### src/rtl/hazard_ctrl_if.sv
// rtl/hazard_ctrl_if.sv - decode/EX/writeback side signals of the pipeline interlock controller
interface hazard_ctrl_if #(
  parameter int REG_ADDR_LEN = 5,
  parameter int CNT_W        = 16
);
  logic                    id_valid;
  logic [REG_ADDR_LEN-1:0] id_rs1_addr;
  logic                    id_rs1_en;
  logic [REG_ADDR_LEN-1:0] id_rs2_addr;
  logic                    id_rs2_en;
  logic [REG_ADDR_LEN-1:0] id_wr_addr;
  logic                    id_wr_en;
  logic                    id_is_halt;
  logic                    br_taken;
  logic                    wb_valid;
  logic [REG_ADDR_LEN-1:0] wb_addr;
  logic                    IsStall;
  logic                    IsFlush;
  logic                    issue;
  logic                    halted;
  logic                    sb_err;
  logic [CNT_W-1:0]        stall_cnt;

  modport master (
    output id_valid, id_rs1_addr, id_rs1_en, id_rs2_addr, id_rs2_en,
           id_wr_addr, id_wr_en, id_is_halt, br_taken, wb_valid, wb_addr,
    input  IsStall, IsFlush, issue, halted, sb_err, stall_cnt
  );

  modport slave (
    input  id_valid, id_rs1_addr, id_rs1_en, id_rs2_addr, id_rs2_en,
           id_wr_addr, id_wr_en, id_is_halt, br_taken, wb_valid, wb_addr,
    output IsStall, IsFlush, issue, halted, sb_err, stall_cnt
  );
endinterface

### src/rtl/hazard_ctrl.sv
// rtl/hazard_ctrl.sv - in-order interlock: pending-write scoreboard, branch flush and HALT drain
module hazard_ctrl #(
  parameter int REG_ADDR_LEN = 5,
  parameter int FLUSH_CYCLES = 2,
  parameter int CNT_W        = 16
) (
  input  logic          clk,
  input  logic          rst_n,
  hazard_ctrl_if.slave  bus
);
  localparam int         DEPTH      = 2 ** REG_ADDR_LEN;
  localparam logic [3:0] FLUSH_LOAD = 4'(FLUSH_CYCLES);

  typedef enum logic [1:0] {RUN, FLUSH, DRAIN, HALTED} state_t;

  state_t           state;
  logic [3:0]       flush_cnt;
  logic [DEPTH-1:0] pend;
  logic             is_flush_q;
  logic             halted_q;
  logic             sb_err_q;
  logic [CNT_W-1:0] stall_cnt_q;

  logic hazard;
  logic stall;
  logic issue;
  logic set_en;
  logic clr_en;

  // pend[0] is never set, so address-0 compares fall out false on their own.
  always_comb begin
    hazard = bus.id_valid &
             ((bus.id_rs1_en & pend[bus.id_rs1_addr]) |
              (bus.id_rs2_en & pend[bus.id_rs2_addr]) |
              (bus.id_wr_en  & pend[bus.id_wr_addr]));
    stall  = 1'b0;
    issue  = 1'b0;
    if (rst_n) begin
      case (state)
        RUN: begin
          stall = hazard & ~bus.br_taken;
          issue = bus.id_valid & ~hazard & ~bus.br_taken;
        end
        DRAIN, HALTED: stall = 1'b1;
        default: ;
      endcase
    end
    set_en = issue & bus.id_wr_en & (bus.id_wr_addr != '0);
    clr_en = bus.wb_valid & (bus.wb_addr != '0);
  end

  // The set is written after the clear so a same-register collision resolves to set.
  always_ff @(posedge clk) begin
    if (!rst_n) begin
      pend     <= '0;
      sb_err_q <= 1'b0;
    end else begin
      if (clr_en) begin
        pend[bus.wb_addr] <= 1'b0;
        if (!pend[bus.wb_addr]) sb_err_q <= 1'b1;
      end
      if (set_en) pend[bus.id_wr_addr] <= 1'b1;
    end
  end

  always_ff @(posedge clk) begin
    if (!rst_n) begin
      stall_cnt_q <= '0;
    end else if ((state == RUN) && stall && !(&stall_cnt_q)) begin
      stall_cnt_q <= stall_cnt_q + 1'b1;
    end
  end

  always_ff @(posedge clk) begin
    if (!rst_n) begin
      state      <= RUN;
      flush_cnt  <= '0;
      is_flush_q <= 1'b0;
      halted_q   <= 1'b0;
    end else begin
      case (state)
        RUN: begin
          if (bus.br_taken) begin
            state      <= FLUSH;
            flush_cnt  <= FLUSH_LOAD;
            is_flush_q <= 1'b1;
          end else if (issue && bus.id_is_halt) begin
            state <= DRAIN;
          end
        end
        FLUSH: begin
          if (bus.br_taken) begin
            flush_cnt <= FLUSH_LOAD;
          end else if (flush_cnt <= 4'd1) begin
            state      <= RUN;
            flush_cnt  <= '0;
            is_flush_q <= 1'b0;
          end else begin
            flush_cnt <= flush_cnt - 4'd1;
          end
        end
        DRAIN: begin
          // A taken branch means the HALT was wrong-path; it beats the empty test.
          if (bus.br_taken) begin
            state      <= FLUSH;
            flush_cnt  <= FLUSH_LOAD;
            is_flush_q <= 1'b1;
          end else if (pend == '0) begin
            state    <= HALTED;
            halted_q <= 1'b1;
          end
        end
        default: begin
          state    <= HALTED;
          halted_q <= 1'b1;
        end
      endcase
    end
  end

  assign bus.IsStall   = stall;
  assign bus.issue     = issue;
  assign bus.IsFlush   = is_flush_q;
  assign bus.halted    = halted_q;
  assign bus.sb_err    = sb_err_q;
  assign bus.stall_cnt = stall_cnt_q;
endmodule
### src/flat_wrapper.sv
// flat-port wrapper written by rule: the top's interface ports become plain ports
module hazard_ctrl_flat 
#(
  parameter int REG_ADDR_LEN = 5,
  parameter int FLUSH_CYCLES = 2,
  parameter int CNT_W        = 16
)
  (clk, rst_n, bus_id_valid, bus_id_rs1_addr, bus_id_rs1_en, bus_id_rs2_addr, bus_id_rs2_en, bus_id_wr_addr, bus_id_wr_en, bus_id_is_halt, bus_br_taken, bus_wb_valid, bus_wb_addr, bus_IsStall, bus_IsFlush, bus_issue, bus_halted, bus_sb_err, bus_stall_cnt);
  hazard_ctrl_if #(.REG_ADDR_LEN(REG_ADDR_LEN), .CNT_W(CNT_W)) bus_i ();
  input  logic clk;
  input  logic rst_n;
  input wire logic [$bits(bus_i.id_valid)-1:0] bus_id_valid;
  input wire logic [$bits(bus_i.id_rs1_addr)-1:0] bus_id_rs1_addr;
  input wire logic [$bits(bus_i.id_rs1_en)-1:0] bus_id_rs1_en;
  input wire logic [$bits(bus_i.id_rs2_addr)-1:0] bus_id_rs2_addr;
  input wire logic [$bits(bus_i.id_rs2_en)-1:0] bus_id_rs2_en;
  input wire logic [$bits(bus_i.id_wr_addr)-1:0] bus_id_wr_addr;
  input wire logic [$bits(bus_i.id_wr_en)-1:0] bus_id_wr_en;
  input wire logic [$bits(bus_i.id_is_halt)-1:0] bus_id_is_halt;
  input wire logic [$bits(bus_i.br_taken)-1:0] bus_br_taken;
  input wire logic [$bits(bus_i.wb_valid)-1:0] bus_wb_valid;
  input wire logic [$bits(bus_i.wb_addr)-1:0] bus_wb_addr;
  output wire logic [$bits(bus_i.IsStall)-1:0] bus_IsStall;
  output wire logic [$bits(bus_i.IsFlush)-1:0] bus_IsFlush;
  output wire logic [$bits(bus_i.issue)-1:0] bus_issue;
  output wire logic [$bits(bus_i.halted)-1:0] bus_halted;
  output wire logic [$bits(bus_i.sb_err)-1:0] bus_sb_err;
  output wire logic [$bits(bus_i.stall_cnt)-1:0] bus_stall_cnt;
  assign bus_i.id_valid = bus_id_valid;
  assign bus_i.id_rs1_addr = bus_id_rs1_addr;
  assign bus_i.id_rs1_en = bus_id_rs1_en;
  assign bus_i.id_rs2_addr = bus_id_rs2_addr;
  assign bus_i.id_rs2_en = bus_id_rs2_en;
  assign bus_i.id_wr_addr = bus_id_wr_addr;
  assign bus_i.id_wr_en = bus_id_wr_en;
  assign bus_i.id_is_halt = bus_id_is_halt;
  assign bus_i.br_taken = bus_br_taken;
  assign bus_i.wb_valid = bus_wb_valid;
  assign bus_i.wb_addr = bus_wb_addr;
  assign bus_IsStall = bus_i.IsStall;
  assign bus_IsFlush = bus_i.IsFlush;
  assign bus_issue = bus_i.issue;
  assign bus_halted = bus_i.halted;
  assign bus_sb_err = bus_i.sb_err;
  assign bus_stall_cnt = bus_i.stall_cnt;
  hazard_ctrl #(.REG_ADDR_LEN(REG_ADDR_LEN), .FLUSH_CYCLES(FLUSH_CYCLES), .CNT_W(CNT_W)) u_core (.clk(clk), .rst_n(rst_n), .bus(bus_i));
endmodule
### config.mk
export PLATFORM = sky130hd
export DESIGN_NAME = hazard_ctrl_flat
export DESIGN_NICKNAME = d
export VERILOG_FILES = /design/src/rtl/hazard_ctrl_if.sv /design/src/rtl/hazard_ctrl.sv /design/src/flat_wrapper.sv
export SDC_FILE = /design/constraint.sdc
export NUM_CORES = 1
export LEC_CHECK = 0
export ABC_CLOCK_PERIOD_IN_PS = 5350
export CAP_MARGIN = 30
export CORE_AREA = 2 2 114 116
export DETAILED_ROUTE_END_ITERATION = 7
export DIE_AREA = 0 0 116 118
export GPL_TIMING_DRIVEN = 0
export PLACE_DENSITY = 0.54
export SLEW_MARGIN = 40
export SYNTH_ARGS = -nofsm -noshare
export SYNTH_HDL_FRONTEND = slang
export SYNTH_SLANG_ARGS = --single-unit
### constraint.sdc
create_clock -name clk -period 5.35 [get_ports clk]
set_clock_uncertainty 0.05 [all_clocks]
set_input_delay 1.3375 -clock clk [delete_from_list [all_inputs] [get_ports clk]]
set_output_delay 1.3375 -clock clk [all_outputs]
set_load 0.01 [all_outputs]
==> results.env <==
POWER.IR.VDD_WORST_V=0.000164
START_KIND='primary input'
FP.DIEW_UM=116
FINAL.SETUP.TNS_PS=0
SYNTHMOSTINSTANTIATEDCELL='dfxtp_1'
CLOCK_TREE_ROOT_DRIVER_CELL='clkbuf_16'
CRITICAL_PATH_CLASS='primary input to output pin'
SYNTHCELLS=436
CTS_MAX_PATH_BUFFERS=2
NUMBER_OF_ANTENNA_VIOLATIONS_AT_THE_FIRST_CHECK_IN_GLOBAL_ROUTING=0
DRT_FIRST_ITER_VIOLATIONS=333
TOTAL_LEAKAGE_POWER_nW=1.63
FINAL_CORE_UTIL=0.389
TIMING.FINAL.CRIT_SHARE=0.974
HOLD_VIO_CNT_FINAL=0
HOLDCRITPATHCLASS='flop to flop'
ASYNC_RESET_FF_FRAC=0
POSTSYNTHREGISTERBITS=57
CTS_TREE='yes'
DRC_VIOLATION_COUNT_AFTER_ROUTING=0
SYNTH-ADDER-AREA-SHARE=0.00967
POST-ROUTE-WORST-SETUP-SLACK_PS=137
ROUTED_VIA_DENSITY=5.81
POWER.SHARE.CLOCK=0.492
WORST_EP_ARRIVAL_TIME_PS=3830
AVG_INST_SIZE_SYNTH_SQ_UM=8.90
HPWL_DETAILED_UM=9400
SYNTHTOLAYOUTAREAGROWTH_PCT=24.5
ROUTE.VIAS.TOTAL=3878
NETLIST_AREA_SQ_UM=3880
FIRST_GLOBAL_VIAS=3767
YOSYS.AREA_SHARE.SIMPLE=0.208
CLOCK_TREE.HTREE_LEVEL_COUNT=3
SYNTH.AREA.TOP_CELLS='dfxtp_1 (29%), mux4_2 (12%), mux2i_1 (7.5%)'
FINALWEIGHTEDCONGESTION=0.911
POWER.SHARE.SEQUENTIAL=0.377
CTS-BUFFERS-INSERTED=9
POST_LAYOUT_INSTANCE_COUNT_EXCLUDING_FILLER_CELLS=667
WORST_SETUP_HOLD_PATH_CLK_SLEW_PS=50
WIRE_LENGTH_OF_THE_FIRST_GLOBAL_ROUTING_PASS_UM=20200
POST_SYNTH_MUX_AREA_SHARE=0.202
GLOBAL_ROUTE.USAGE.TOTAL=0.189
CP-END-KIND='output pin'
MAXSLEWVIOLCOUNT=0
CTS.SINK_COUNT=57
PORT_BUFFERS=40
DETAIL_ROUTE.WIRELENGTH_UM=12800
NETLIST.TOP_CELL.BY_AREA='dfxtp_1'
RELATIVE_CONTRIBUTION_OF_COMBINATIONAL_CELLS_TO_TOTAL_POWER=0.131
CHIPHEIGHT_UM=118
CORE_AREA_SQ_UM=12400
SYNTHESIS.YOSYS.WARNINGS=0
GLOBALROUTE.TOTALOVERFLOW=0
FINALCRITICALPERIOD_PS=5210
FINAL_NETS=522
POST_PLACE_INSTANCE_AREA_SQ_UM=4500
ROUTE.ANTENNA.REMAINING_NETS=0
SETUP_REPAIR_AFTER_GLOBAL_ROUTING_MISSED_ITS_MARGIN='no'
YS_DOMINANT_REG_CELL='dfxtp_1'
YOSYS-TOP-CELLS-COUNT='dfxtp_1 (57), o211ai_1 (38), o31ai_1 (30)'
WL_PER_CELL_UM=19.2
RUN_STATUS='finished clean'
SETUP_VIOL=0
POWER_SWITCHING_W=0.000291
PLACEMENT.SETUP.WORST_SLACK_PS=-544
YS_TYPES=52
N_ANTENNA_CELL=0
CP_DATA_REQUIRED_TIME_PS=3960
INTERNAL_POWER_W=0.000860
PWR_DENSITY_CELL_nW_PER_UM2=238
DRT_PRE_ANTENNA_ITERS=5
CLKLATENCYLATEPIN_PS=320
FMAX_MHz=192
INITIAL_CORE_UTILIZATION=0.313
MAX_SLEW_MARGIN=0.552
SYNTH-EDFF-COUNT=0
TIMING_WORST_SLEW_PIN_VALUE_PS=666
SYNTHXORXNORAREAFRAC=0
DIE_AREA_SQ_UM=13700
MAX_CAP_VIOL_COUNT=0
PLACE_INST=648
COMBINATIONAL_FAMILY_WITH_THE_MOST_AREA_AFTER_SYNTHESIS='compound AO/OA/AOI/OAI gates'
ROWS=41
GRT_START_MAX_NET_PINS=11
FRACTION_OF_FINAL_LAYOUT_CELLS_WITH_DRIVE_STRENGTH_GREATER_THAN_1=0.115
REGISTER_AREA_SHARE_AFTER_SYNTHESIS=0.294
FLOORPLAN.IO_PINS=50
POWER.SHARE.SWITCHING=0.253
LARGEST_FANOUT_OF_ANY_NET_ON_THE_CRITICAL_PATH=10
SYNTH_COMPOUND_AREA_FRAC=0.232
SYN_NETS=468
SYNTH.TOP_CELL.AREA_SHARE=0.294
FILL_CELLS=1283
FINAL_CELL_AREA_SQ_UM=4830
## layout by cell type, fill, tap and decap left out, types with 3 or more instances in the layout
master,n
mux4_2,21
dfxtp_1,57
dlygate4sd2_1,3
a21oi_1,7
clkbuf_1,17
buf_6,4
a31oi_1,4
buf_2,3
o21a_1,4
mux2i_1,29
clkbuf_2,4
nor3_1,7
nand3b_1,5
nand2b_1,9
o211ai_1,38
clkbuf_16,9
nor2_1,21
nand3_1,25
nor4_1,13
nand4_1,9
o21ai_0,16
clkdlybuf4s50_1,37
buf_4,3
nor2b_1,11
a22oi_1,5
nand2_1,29
inv_1,19
ha_1,3
or3_1,5
o31ai_1,30
and3_1,7
## area by class of cell
class | count | area, sq um | area share
clock buffers | 11 | 243 | 0.0502
flip-flops and latches | 57 | 1140 | 0.236
multi-input cells | 331 | 2530 | 0.524
clock inverters | 5 | 55.1 | 0.0114
inverters | 19 | 71.3 | 0.0148
plain buffers | 29 | 154 | 0.0318
well taps | 172 | 215 | 0.0445
repair buffers | 43 | 423 | 0.0875
## layer usage
layer  vias to the layer above  routed length [um]  global-route usage
li1                       1816                   -                   -
met1                      1848                5520               0.255
met2                       181                5880               0.289
met3                        33                 999              0.0433
met4                         0                 405              0.0789
met5                         -                   0                   0
## stage by stage
stage | total power [W] | hold WS (ps)
after floorplan | 0.000532 | 405
after global placement | 0.000587 | 405
after detailed placement | 0.000588 | 411
after CTS | 0.00116 | 423
after global routing | 0.00120 | 458
final | 0.00115 | 416
## power groups by stage
stage | Clock [W] | Sequential, W | Combinational [W]
floorplan | 0 | 0.000442 | 0.0000897
global placement | 0 | 0.000443 | 0.000144
detailed placement | 0 | 0.000443 | 0.000145
CTS | 0.000577 | 0.000434 | 0.000150
global route | 0.000598 | 0.000435 | 0.000164
finish | 0.000566 | 0.000434 | 0.000151
## logic make-up after synthesis
family | count (synthesis)
and+or+nand+nor | 151
AOI/OAI and AO/OA | 125
DFF | 57
muxes | 52
buffers and inverters | 48
adders and majority gates | 3
## sequential cells by signal, indices dropped and copies added, names as in the netlist, named ones only
signal,flops
u_core.pend,32
u_core.flush_cnt,4
u_core.bus.sb_err,1
u_core.state,1
u_core.bus.stall_cnt,16
u_core.bus.IsFlush,1
u_core.bus.halted,1
## path summary, 6_finish.rpt
kind | cells after the start | from | endpoint | slack, ps
worst min-delay path | 1 | u_core.bus.sb_err$_SDFFE_PN0P_ | u_core.bus.sb_err$_SDFFE_PN0P_ | 420
worst min register to register | 1 | u_core.bus.sb_err$_SDFFE_PN0P_ | u_core.bus.sb_err$_SDFFE_PN0P_ | 420
worst max-delay path | 11 | bus_id_wr_addr[2] | bus_IsStall | 140
worst max register to register | 10 | u_core.pend[31]$_SDFF_PN0_ | u_core.bus.stall_cnt[11]$_SDFFE_PN0P_ | 2740
## worst max-delay path, stage by stage
cell	delay, ps
clkdlybuf4s50_1	560
clkbuf_8	170
mux4_2	290
o211ai_1	220
nand4_1	190
a211oi_4	250
buf_6	160
buf_6	150
nor3b_1	60
o21a_1	170
dlygate4sd2_1	280
## what timing repair did
item | CTS | global route
setup endpoints to repair | 2 | 1
gates resized for setup | 9 | 2
pin swaps | 3 | 0
buffers inserted | 3 | 0
gates cloned | 0 | 0
hold buffers | 0 | 0
No activity file was read; power rests on OpenSTA's default activity.
